`src/rtl/ofifo.sv`:
```
// Opaque elastic FIFO: circular buffer of NUM_SLOTS tokens, all outputs driven from registers.
// Latency: one cycle from accepted input to outs_valid; no bypass path.
// Backpressure: ins_ready = not full (from state only); a freed slot is offered the cycle after a read.
//
// Ports:
//   clk         rising-edge clock
//   rst         asynchronous active-low reset (rst=0 clears all state)
//   ins         input token data
//   ins_valid   input token present
//   ins_ready   FIFO has a free slot this cycle
//   outs        token at head slot
//   outs_valid  FIFO holds at least one token
//   outs_ready  consumer takes the head token this cycle
module ofifo #(
   parameter int NUM_SLOTS = 2,
   parameter int DATA_TYPE = 32
) (
   input  logic                 clk,
   input  logic                 rst,
   input  logic [DATA_TYPE-1:0] ins,
   input  logic                 ins_valid,
   output logic                 ins_ready,
   output logic [DATA_TYPE-1:0] outs,
   output logic                 outs_valid,
   input  logic                 outs_ready
);

   localparam int PW = (NUM_SLOTS > 1) ? $clog2(NUM_SLOTS) : 1;
   localparam int CW = $clog2(NUM_SLOTS + 1);
   localparam logic [PW-1:0] LAST_PTR  = PW'(NUM_SLOTS - 1);
   localparam logic [CW-1:0] FULL_CNT  = CW'(NUM_SLOTS);

   logic [DATA_TYPE-1:0] mem_q [NUM_SLOTS];
   logic [PW-1:0]        head_q, head_d;
   logic [PW-1:0]        tail_q, tail_d;
   logic [CW-1:0]        count_q, count_d;
   logic                 wr_en, rd_en;

   // Handshake flags depend only on the occupancy register, so neither
   // ins_ready nor outs_valid has a combinational path from the inputs.
   assign outs_valid = (count_q != '0);
   assign ins_ready  = (count_q != FULL_CNT);
   assign outs       = mem_q[head_q];

   assign wr_en = ins_valid  && ins_ready;
   assign rd_en = outs_valid && outs_ready;

   always_comb begin
      head_d  = head_q;
      tail_d  = tail_q;
      count_d = count_q;

      // Explicit wrap so non-power-of-two depths never index past the last slot.
      if (wr_en) begin
         tail_d = (tail_q == LAST_PTR) ? '0 : tail_q + PW'(1);
      end
      if (rd_en) begin
         head_d = (head_q == LAST_PTR) ? '0 : head_q + PW'(1);
      end

      if (wr_en && !rd_en) begin
         count_d = count_q + CW'(1);
      end else if (rd_en && !wr_en) begin
         count_d = count_q - CW'(1);
      end
   end

   always_ff @(posedge clk or negedge rst) begin
      if (!rst) begin
         head_q  <= '0;
         tail_q  <= '0;
         count_q <= '0;
         for (int i = 0; i < NUM_SLOTS; i++) begin
            mem_q[i] <= '0;
         end
      end else begin
         head_q  <= head_d;
         tail_q  <= tail_d;
         count_q <= count_d;
         if (wr_en) begin
            mem_q[tail_q] <= ins;
         end
      end
   end

endmodule

```
`config.mk`:
```
export PLATFORM = sky130hd
export DESIGN_NAME = ofifo
export DESIGN_NICKNAME = d
export VERILOG_FILES = /design/src/rtl/ofifo.sv
export SDC_FILE = /design/constraint.sdc
export NUM_CORES = 1
export LEC_CHECK = 0
export BUFFER_PORTS_ARGS = -buffer_cell sky130_fd_sc_hd__buf_2
export CAP_MARGIN = 20
export CORE_AREA = 8 8 95 88
export CTS_CLUSTER_SIZE = 30
export DETAILED_ROUTE_END_ITERATION = 16
export DIE_AREA = 0 0 103 96
export MAX_ROUTING_LAYER = met4
export PLACE_DENSITY = 0.73
export SYNTH_ARGS = -nofsm -noshare
export SYNTH_HDL_FRONTEND = slang
export SYNTH_SLANG_ARGS = --single-unit
```
`constraint.sdc`:
```
create_clock -name clk -period 1.9 [get_ports clk]
set_input_delay 0.19 -clock clk [delete_from_list [all_inputs] [get_ports clk]]
set_output_delay 0.19 -clock clk [all_outputs]
set_load 0.01 [all_outputs]
```
Word-level counts from Yosys, hierarchy flattened. Index checks and enable logic that the tools add are counted.

Output and inout port bits: 34. Word-level logic and storage cells: 34. Flip-flop bits (word level): 68. Input port bits: 36.

Magnitude comparators: 3. $add $sub $neg: 4. Equality and inequality tests: 1. Reductions and logical operators: 9. Mux-type cells: 10. Bitwise gates (word level): 2.

Operator list (number): 2-to-1 mux 32 bit (4); bitwise mux 64 bit (1); demux 32 bit (select 1 bit) (1); logical AND 1 bit (5); >= comparator 2 bit, second input constant (2); 2-to-1 mux 2 bit (2); NOT 1 -> 2 bit (2); nonzero test 2 bit (2); adder 1 bit, second input constant (2); adder 2 x 1 -> 2 bit, second input constant (1); logical NOT 1 bit (2); less-than comparator 2 x 1 -> 1 bit, second input constant (1); 2-to-1 mux 1 bit (2); inequality test 2 bit, second input constant (1); subtractor 2 x 1 -> 2 bit, second input constant (1).

Longest topological paths before layout. Gate-level depths: netlist of run 1.

Depth in word-level cells: 6. Gate-level depth with buffers: 6.

Least setup slack after synthesis of run 1. Ideal clock, no wire load.

Path type: register to register. From: register count_q[0]. To: register count_q[1]. Arrival time: 1.316 ns. Required time: 1.774 ns. Cell stages (with the launch flop): 7. Period minus slack after synthesis: 1.441 ns. Buffers on the path: 0. Library setup time: 0.126 ns. Slack: 0.459 ns. Cell sequence: dfrtp_1 > or2_2 > nand2_1 > ha_1 > xor2_1 > nor2_1 > xor2_1.

Cells in the longest elaborated chain, start to end: 5. Elaborated cells on any way between the ends: 13.

Ends and longest elaborated chain: start, declared (RTL line 36) `logic [CW-1:0] count_q, count_d;`; start signal, assigned (RTL line 79) `count_q <= count_d;`; nonzero test 2 bit * (RTL line 41) `assign outs_valid = (count_q != '0);`; net outs_valid (RTL line 24) `output logic outs_valid,`; logical AND 1 bit * (RTL line 46) `assign rd_en = outs_valid && outs_ready;`; logical NOT 1 bit (RTL line 61) `if (wr_en && !rd_en) begin`; logical AND 1 bit (RTL line 61); 2-to-1 mux 2 bit / nonzero test 2 bit (equally long branches).

The timed path passes the listed nets; every way through them passes the cells marked *. The select of a mux whose other input is x is not followed. A chain may end at the register's enable or synchronous reset.

Worst setup path in the final report of run 1.
From: register head_q. To: output outs[18].

Cells in the longest elaborated chain, start to end: 4.

Ends and longest elaborated chain: start, declared (RTL line 34) `logic [PW-1:0] head_q, head_d;`; start signal, assigned (RTL line 70) `head_q <= '0;`; start signal, assigned (RTL line 77) `head_q <= head_d;`; NOT 1 -> 2 bit (implied by the code) (RTL line 43) `assign outs = mem_q[head_q];`; 2-to-1 mux 32 bit (implied by the code) (3 in a row) (RTL line 43); end, declared (RTL line 23) `output logic [DATA_TYPE-1:0] outs,`.

No other way between the ends. The select of a mux whose other input is x is not followed.

==> metrics, run 1 <==
status finished clean; standby leakage power between 1.5 and 2 nW; H-tree lvl count 3; Yosys warning count 0; clock edge transition at the registers on the reported setup and hold paths ~0.070 ns; relative max-transition margin 0.763; PortBufs 69; FF/Latch Area roughly 1700 um^2; unrepaired setup endpoints after global routing false; setup_tns 0 ns; number of global-route vias before repair 1980; Final WS setup 0.230 ns; quantity of gates resized following cts 0; sequential group share of total power 0.357; TritonCTS Sinks 68; maximum buffer depth of the clock tree 2; Worst Max-Slew Pin Slew 0.356 ns; worst-path cell chain buf_4, mux2_2, buf_2; area of the multi-input gates ~1400 um^2; data required time of the worst path between 1.5 and 2 ns; IR Drop Worst-Case VDD 0.854 mV; Syn Std Cell Area between 3000 and 4000 um^2; overall die width about 100 um; flip-flop and latch count after synthesis 68; wire length of the first global-routing pass ~10 mm; Buffers & Inverters on Critical Path 2; Final Critical Period 1.67 ns; number of antenna violations at the first check in global routing 0; gate family responsible for the most delay along the worst path buffers and inverters; leftover overflow at the end of global routing 0; Largest stage delay, worst path between 0.3 and 0.4 ns; number of hold violations in the final report 0; filler instances slightly below 600; net count after synthesis ~230; Cell variety after synth 17; share of cells above drive strength 1 0.709; routed vias around 1700; largest clock skew in the final design 0.00665 ns; critical path start-end classification reg -> out; total routing usage reported by global routing 0.142; Int Power about 5.0 mW; Clk Latency, worst-skew pair about 0.33 ns; logic gate share of total power 0.490; total net switching power approximately 2.3 mW; data arrival time of the worst path around 1.5 ns; synthesized netlist cell count roughly 190; FP Rows 29; CTS tree built; final slew viol count 0; total power 7.36 mW; final setup violating endpoints 0; Final GP Congestion 0.665; Starting DRT DRC Count 49; final period utilization 0.879; clock root cell clkbuf_8; switching share of total power 0.315; detailed placer's ending HPWL ~4.3 mm; maximum fanout count along the critical path 18; mean area per synthesized cell between 15 and 20 um^2; clock buffers created by TritonCTS 9; utilization after layout 0.568; die area between 9000 and 10000 um^2; clock network fraction of design power 0.152; number of remaining DRC errors 0; starting utilization of the core area 0.481; nets 301; area inside the core boundary 6820 um^2; post-DR wirelength/cell 17.5 um; top-level I/O count 70; register area share after synthesis 0.519; worst setup timing slack at the placement stage 0.356 ns; maximum number of pins on one net before global-route repair between 60 and 70; crit path capture type output pin; highest clock rate ~600 MHz; PwrDens approximately 1900 nW/um^2; vertical die dimension approximately 96 um; post-DR vias/cell between 4 and 5; relative area change from synthesis to final layout 18.1%; kind of path behind the tightest hold check in -> reg; max-cap viol count 0; cell with the largest stage delay on the worst path mux2_2; antenna fix cells 0; Detailed Route WL 6.31 mm; count of antenna-violating nets left after detailed routing 0; first-pass iteration count of the detailed router 4; Worst setup SP type flip-flop
-- final cells by class --
type,count,share of cell area
Clock buffer,14,0.0471
Sequential cell,68,0.439
Multi-Input combinational cell,109,0.366
Clock inverter,1,0.00129
Timing Repair Buffer,76,0.116
Tap cell,93,0.0300
-- metal layers --
| layer | global-route usage | wire [um] |
|---|---|---|
| met5 | - | 0 |
| met4 | 0.0397 | 34 |
| met3 | 0.0542 | 395 |
| met2 | 0.192 | 2760 |
| met1 | 0.193 | 3120 |
-- cells in the mapped netlist --
library cell,count,share of area
and2_2,1,0.0023
and3_4,1,0.0034
and3b_1,1,0.0027
buf_12,6,0.037
buf_2,3,0.0046
buf_6,2,0.0069
clkbuf_1,1,0.0011
dfrtp_1,68,0.52
ha_1,1,0.0038
mux2_2,36,0.12
mux2_4,60,0.27
nand2_1,1,0.0011
nand2b_4,1,0.0042
nor2_1,1,0.0011
or2_2,1,0.0019
xnor2_1,2,0.0053
xor2_1,3,0.0080
-- worst paths after layout --
check / startpoint / end / slack (ns) / cells past startpoint
setup / recovery: head_q / outs[18] / 0.23 / 3
max in group asynchronous: rst / mem_q[31] / 1.21 / 3
setup reg to reg: count_q[0] / mem_q[9] / 0.35 / 4
hold / removal: ins[13] / mem_q[45] / 0.10 / 2
hold reg to reg: mem_q[32] / mem_q[32] / 0.50 / 1
min in group asynchronous: rst / mem_q[23] / 0.41 / 3
-- per-stage QoR --
stage / area (um^2) / hold slack, ns / instances
after floorplan: 3280 / -0.106 / 189
after global placement: 3680 / 0.239 / 345
after detailed placement: 3680 / 0.238 / 345
after CTS: 3870 / 0.0803 / 361
after global routing: 3870 / 0.0834 / 361
final: 3870 / 0.103 / 361
-- registers in the layout, summed over array words and instances (netlist names) --
name / cells
head_q: 1
count_q: 2
mem_q: 64
tail_q: 1
-- kinds of logic after synthesis --
logic type / after synthesis / share of synthesized area
simple gates: 7 / 0.0168
xor+xnor: 5 / 0.0134
mux: 96 / 0.398
buf+inv: 12 / 0.0492
fa+ha+maj: 1 / 0.00381
flops: 68 / 0.519
-- timing repair --
action                    CTS  global route
hold endpoints to repair   68             0
hold buffers                1             0
buffers inserted            0             0
-- power by group through the flow --
stage          sequential, mW  combinational, mW  clock, mW
2_1_floorplan            2.49               2.88          0
3_3_place_gp             2.61               3.60          0
3_5_place_dp             2.63               3.66          0
4_1_cts                  2.63               3.68       1.16
5_1_grt                  2.72               3.89       1.23
6_report                 2.63               3.61       1.12
-- cell usage in the layout, fill, tap and decap left out --
master         count
and2_2             1
and3_4             1
and3b_2            1
buf_12             4
buf_2             69
buf_4              2
clkbuf_1           1
clkbuf_8          13
clkinv_2           1
dfrtp_1           68
dlygate4sd3_1      1
ha_1               1
mux2_2            36
mux2_4            60
nand2_1            1
nand2b_4           1
nor2_1             1
or2_2              1
xnor2_1            2
xor2_1             3
Power figures use the tool's default switching activity.
==> run 2: changes to the inputs <==
--- a/config.mk
+++ b/config.mk
@@ -11,7 +11,6 @@
 export CTS_CLUSTER_SIZE = 30
 export DETAILED_ROUTE_END_ITERATION = 16
 export DIE_AREA = 0 0 103 96
-export MAX_ROUTING_LAYER = met4
 export PLACE_DENSITY = 0.73
 export SYNTH_ARGS = -nofsm -noshare
 export SYNTH_HDL_FRONTEND = slang
==> run 2 against run 1 <==
Utilization unchanged. Highest routed layer unchanged. Register-to-register slack about the same. Total power about the same. Maximum frequency down 0.14%. Combinational power about the same. Count of clock-buffer cells in the layout unchanged. Largest power group unchanged. Flip-flop and latch count unchanged.
==> metrics, run 2 (synthesis results as in run 1) <==
Final Critical Period between 1.5 and 2 ns; top-level I/O count 70; number of global-route vias before repair a little under 2000; final instance count without filler cells 361; data arrival time of the worst path about 1.5 ns; total power 7.36 mW; worst-path cell chain buf_4, mux2_2, buf_2; highest clock rate 598 MHz; CTS tree built; most frequent cells in the layout buf_2 (69), dfrtp_1 (68), mux2_4 (60); worst setup timing slack at the placement stage between 0.3 and 0.4 ns; starting utilization of the core area 0.481; number of remaining DRC errors 0; registers with the most flip-flops mem_q: 64 flops, count_q: 2 flops; relative max-transition margin 0.758; maximum fanout count along the critical path 18; leading cell type in the layout, fill and taps excluded buf_2; crit path capture type output pin; logic gate share of total power 0.490; FP Rows 29; Worst setup SP type flip-flop; Post-CTS Repair Setup Buffers 0; PortBufs 69; area inside the core boundary between 6000 and 7000 um^2; Largest stage delay, worst path between 0.3 and 0.4 ns; Worst Max-Slew Pin Slew ~0.36 ns; post-DR vias/cell between 4 and 5; maximum number of pins on one net before global-route repair slightly below 70; wire length of the first global-routing pass between 10 and 15 mm; leftover overflow at the end of global routing 0; overall die width between 100 and 150 um; H-tree lvl count 3; clock network fraction of design power 0.152; share of cells above drive strength 1 0.709; gate family responsible for the most delay along the worst path buffers and inverters; relative area change from synthesis to final layout 18.1%; largest clock skew in the final design between 0.006 and 0.007 ns; quantity of gates resized following cts 0; TritonCTS Sinks 68; nets about 300; number of hold violations in the final report 0; critical path start-end classification reg -> out; detailed placer's ending HPWL approximately 4.3 mm; kind of path behind the tightest hold check in -> reg; Detailed Route WL approximately 6.3 mm; FF-to-FF setup slack around 0.35 ns; Biggest register mem_q; setup_tns 0 ns; cell with the largest stage delay on the worst path mux2_2; max-cap viol count 0; switching share of total power 0.315; unrepaired setup endpoints after global routing false; standby leakage power between 1.5 and 2 nW; Final GP Congestion roughly 0.66; clock edge transition at the registers on the reported setup and hold paths 0.07 ns; final setup violating endpoints 0; total net switching power approximately 2.3 mW; Buffers & Inverters on Critical Path 2; antenna fix cells 0; sequential group share of total power 0.358; Final WS setup roughly 0.23 ns; post-DR wirelength/cell 17.5 um; final slew viol count 0; routed vias approximately 1700; clock root cell clkbuf_8; vertical die dimension 96 um; die area between 9000 and 10000 um^2; count of antenna-violating nets left after detailed routing 0; maximum buffer depth of the clock tree 2; IR Drop Worst-Case VDD ~0.86 mV; final period utilization 0.880; clock buffers created by TritonCTS 9; data required time of the worst path roughly 1.7 ns; Starting DRT DRC Count 44; number of antenna violations at the first check in global routing 0; first-pass iteration count of the detailed router 5; total routing usage reported by global routing 0.138; total instance count after detailed placement about 350; PwrDens 1900 nW/um^2; Clk Latency, worst-skew pair between 0.3 and 0.4 ns; number of flip-flops under the largest register name 64; Int Power 5.04 mW; status finished clean
-- run 2: stage by stage --
step	hold WS [ns]	instance area (um^2)	utilization
2_1_floorplan	-0.106	3280	-
3_3_place_gp	0.239	3680	0.539
3_5_place_dp	0.238	3680	0.539
4_1_cts	0.0803	3870	0.568
5_1_grt	0.0809	3870	0.568
6_report	0.101	3870	0.568
-- run 2: path summary, 6_finish.rpt --
kind / depth (start not counted) / to / from
worst max register to register: 4 / mem_q[9] / count_q[0]
min in group asynchronous: 3 / mem_q[23] / rst
worst min register to register: 1 / mem_q[32] / mem_q[32]
worst max-delay path: 3 / outs[18] / head_q
max in group asynchronous: 3 / mem_q[3] / rst
worst min-delay path: 2 / mem_q[45] / ins[13]
-- run 2: layout make-up --
class                   count  area (um^2)
clock buffers              14          183
clock inverters             1         5.00
fillers                   589         2950
multi-input cells         109         1420
flip-flops and latches     68         1700
well taps                  93          116
repair buffers             76          450
-- run 2: what timing repair did --
item | 4_1_cts | 5_1_grt
endpoints found under the setup margin | 0 | 0
hold buffers | 1 | 0
hold endpoints to repair | 68 | 0
-- run 2: routing by layer --
metal  global-route usage  part of all wire  vias to the layer above
met2                0.193              0.43                       53
met3               0.0644             0.079                        4
met4               0.0397            0.0065                        0
met1                0.187              0.48                      860
li1                     -                 -                      818
met5                    0                 0                        -
-- run 2: worst reg2reg max path: stages, from the launching register on --
cell and delay, ns:
dfrtp_1 0.40, nand2b_4 0.16, and3_4 0.36, buf_12 0.20
mux2_4 0.32
-- run 2: power by group through the flow --
stage          clock [mW]  sequential, mW  combinational (mW)
2_1_floorplan           0            2.49                2.88
3_3_place_gp            0            2.61                3.60
3_5_place_dp            0            2.63                3.66
4_1_cts              1.16            2.63                3.68
5_1_grt              1.23            2.72                3.89
6_report             1.12            2.63                3.61
==> run 3: changes to the inputs <==
--- a/config.mk
+++ b/config.mk
@@ -7,11 +7,13 @@
 export LEC_CHECK = 0
 export BUFFER_PORTS_ARGS = -buffer_cell sky130_fd_sc_hd__buf_2
 export CAP_MARGIN = 20
-export CORE_AREA = 8 8 95 88
-export CTS_CLUSTER_SIZE = 30
+export CELL_PAD_IN_SITES_DETAIL_PLACEMENT = 1
+export CELL_PAD_IN_SITES_GLOBAL_PLACEMENT = 1
+export CORE_AREA = 8 8 100 93
 export DETAILED_ROUTE_END_ITERATION = 16
-export DIE_AREA = 0 0 103 96
-export PLACE_DENSITY = 0.73
+export DIE_AREA = 0 0 108 101
+export PLACE_DENSITY_LB_ADDON = 0.1
+export SKIP_LAST_GASP = 1
 export SYNTH_ARGS = -nofsm -noshare
 export SYNTH_HDL_FRONTEND = slang
 export SYNTH_SLANG_ARGS = --single-unit
==> run 3 against run 2 <==
Critical path depth unchanged. Final cell count increased by 2.2%. Highest routed layer unchanged. Worst hold slack worse by 0.011 ns. Die area is 10% higher. Clock skew grew 0.0013 ns. Utilization decreased by 6.1 points. Register-to-register slack better by 0.05 ns. Worst setup slack lost 0.056 ns. Largest cell class unchanged. Sequential power barely moved. Largest power group unchanged.
==> metrics, run 3 (synthesis results as in run 1) <==
status finished clean; area inside the core boundary about 7700 um^2; Final Hold Slack about 0.09 ns; data required time of the worst path 1.71 ns; max-cap viol count 0; number of remaining DRC errors 0; Final Critical Period around 1.7 ns; Final GP Congestion approximately 0.65; critical path start-end classification reg -> out; wire length of the first global-routing pass approximately 11 mm; cell area reported after detailed placement 3700 um^2; final slew viol count 0; CTS tree built; detailed placer's ending HPWL roughly 4.5 mm; clock buffers created by TritonCTS 9; maximum number of pins on one net before global-route repair 69; Final WS setup 0.171 ns; Largest stage delay, worst path between 0.3 and 0.4 ns; antenna fix cells 0; crit path capture type output pin; number of global-route vias before repair 2078; total routing usage reported by global routing 0.130; relative area change from synthesis to final layout 19.3%; final std cell area, no fill ~4000 um^2; final period utilization 0.910; IR Drop Worst-Case VDD 0.847 mV; count of antenna-violating nets left after detailed routing 0; number of hold violations in the final report 0; standby leakage power ~1.9 nW; PwrDens roughly 1900 nW/um^2; FP Rows 31; share of cells above drive strength 1 0.715; worst setup timing slack at the placement stage about 0.40 ns; H-tree lvl count 3; Biggest register mem_q; clock edge transition at the registers on the reported setup and hold paths roughly 0.08 ns; die area ~11000 um^2; cell with the largest stage delay on the worst path mux2_2; top-level I/O count 70; leftover overflow at the end of global routing 0; clock root cell clkbuf_8; kind of path behind the tightest hold check in -> reg; Detailed Route WL ~6.7 mm; vertical die dimension between 100 and 150 um; setup_tns 0 ns; maximum buffer depth of the clock tree 2; number of antenna violations at the first check in global routing 0; most frequent cells in the layout buf_2 (69), dfrtp_1 (68), mux2_4 (60); starting utilization of the core area 0.425; highest clock rate slightly below 600 MHz; maximum fanout count along the critical path 21; utilization after layout 0.507; Starting DRT DRC Count 37; worst-path cell chain buf_4, mux2_2, buf_2; registers with the most flip-flops mem_q: 64 flops, count_q: 2 flops; post-DR wirelength/cell around 18 um; unrepaired setup endpoints after global routing false; first-pass iteration count of the detailed router 3; TritonCTS Sinks 68; final instance count without filler cells roughly 370; number of flip-flops under the largest register name 64; Worst Max-Slew Pin Slew around 0.39 ns; total power about 7.5 mW; Worst setup SP type flip-flop; data arrival time of the worst path around 1.5 ns; filler instances roughly 790; PortBufs between 60 and 70; routed vias approximately 1800; largest clock skew in the final design about 0.0080 ns; relative max-transition margin 0.742; nets between 300 and 400; overall die width around 110 um; post-DR vias/cell 4.87; Clk Latency, worst-skew pair around 0.34 ns; total instance count after detailed placement roughly 350; leading cell type in the layout, fill and taps excluded buf_2; final setup violating endpoints 0
run 3: cell count changes in the layout (fill, tap and decap cells not counted):
cell	delta
clkbuf_1	-1
buf_12	+1
bufinv_16	+1
clkinv_4	+1
clkinvlp_4	+3
clkbuf_8	-4
inv_6	+1
run 3: worst paths after layout:
check | from | to | slack, ns | depth (start not counted)
max | head_q | outs[19] | 0.17 | 3
min | ins[31] | mem_q[31] | 0.09 | 2
max reg2reg | count_q[0] | count_q[1] | 0.40 | 6
min reg2reg | tail_q | tail_q | 0.50 | 1
max in group asynchronous | rst | mem_q[56] | 1.19 | 3
min in group asynchronous | rst | mem_q[15] | 0.38 | 3
run 3: final cells by class:
cell class                 instances  area, um^2  area share
multi-input combinational        109        1420       0.363
sequential                        68        1700       0.435
timing repair buffer              77         470       0.120
clock inverter                     7        75.1      0.0192
tap                               99         124      0.0316
clock buffer                       9         124      0.0316
run 3: power breakdown:
| part | switching [mW] | total, mW | internal [mW] | leakage, nW |
|---|---|---|---|---|
| logic | 1.41 | 3.67 | 2.25 | 0.968 |
| clock network | 0.590 | 1.20 | 0.610 | 0.0918 |
| registers | 0.415 | 2.62 | 2.20 | 0.800 |
run 3: per-layer routing:
layer | global-route usage | up-vias | part of all wire
met5 | 0 | - | 0
met4 | 0.0288 | 0 | 0.0070
met1 | 0.159 | 934 | 0.45
li1 | - | 814 | -
met3 | 0.0582 | 4 | 0.057
met2 | 0.204 | 44 | 0.48
run 3: what timing repair did:
action / in CTS / in global routing
hold buffers: 1 / 0
hold endpoints to repair: 68 / 0
buffers inserted: 0 / 0
gates resized for setup: 0 / 0
run 3: worst max-delay path: cells and delay by family (launching register included):
family                 cells  cell delay, ns
multiplexers               1            0.39
flip-flops                 1            0.35
buffers and inverters      2            0.45
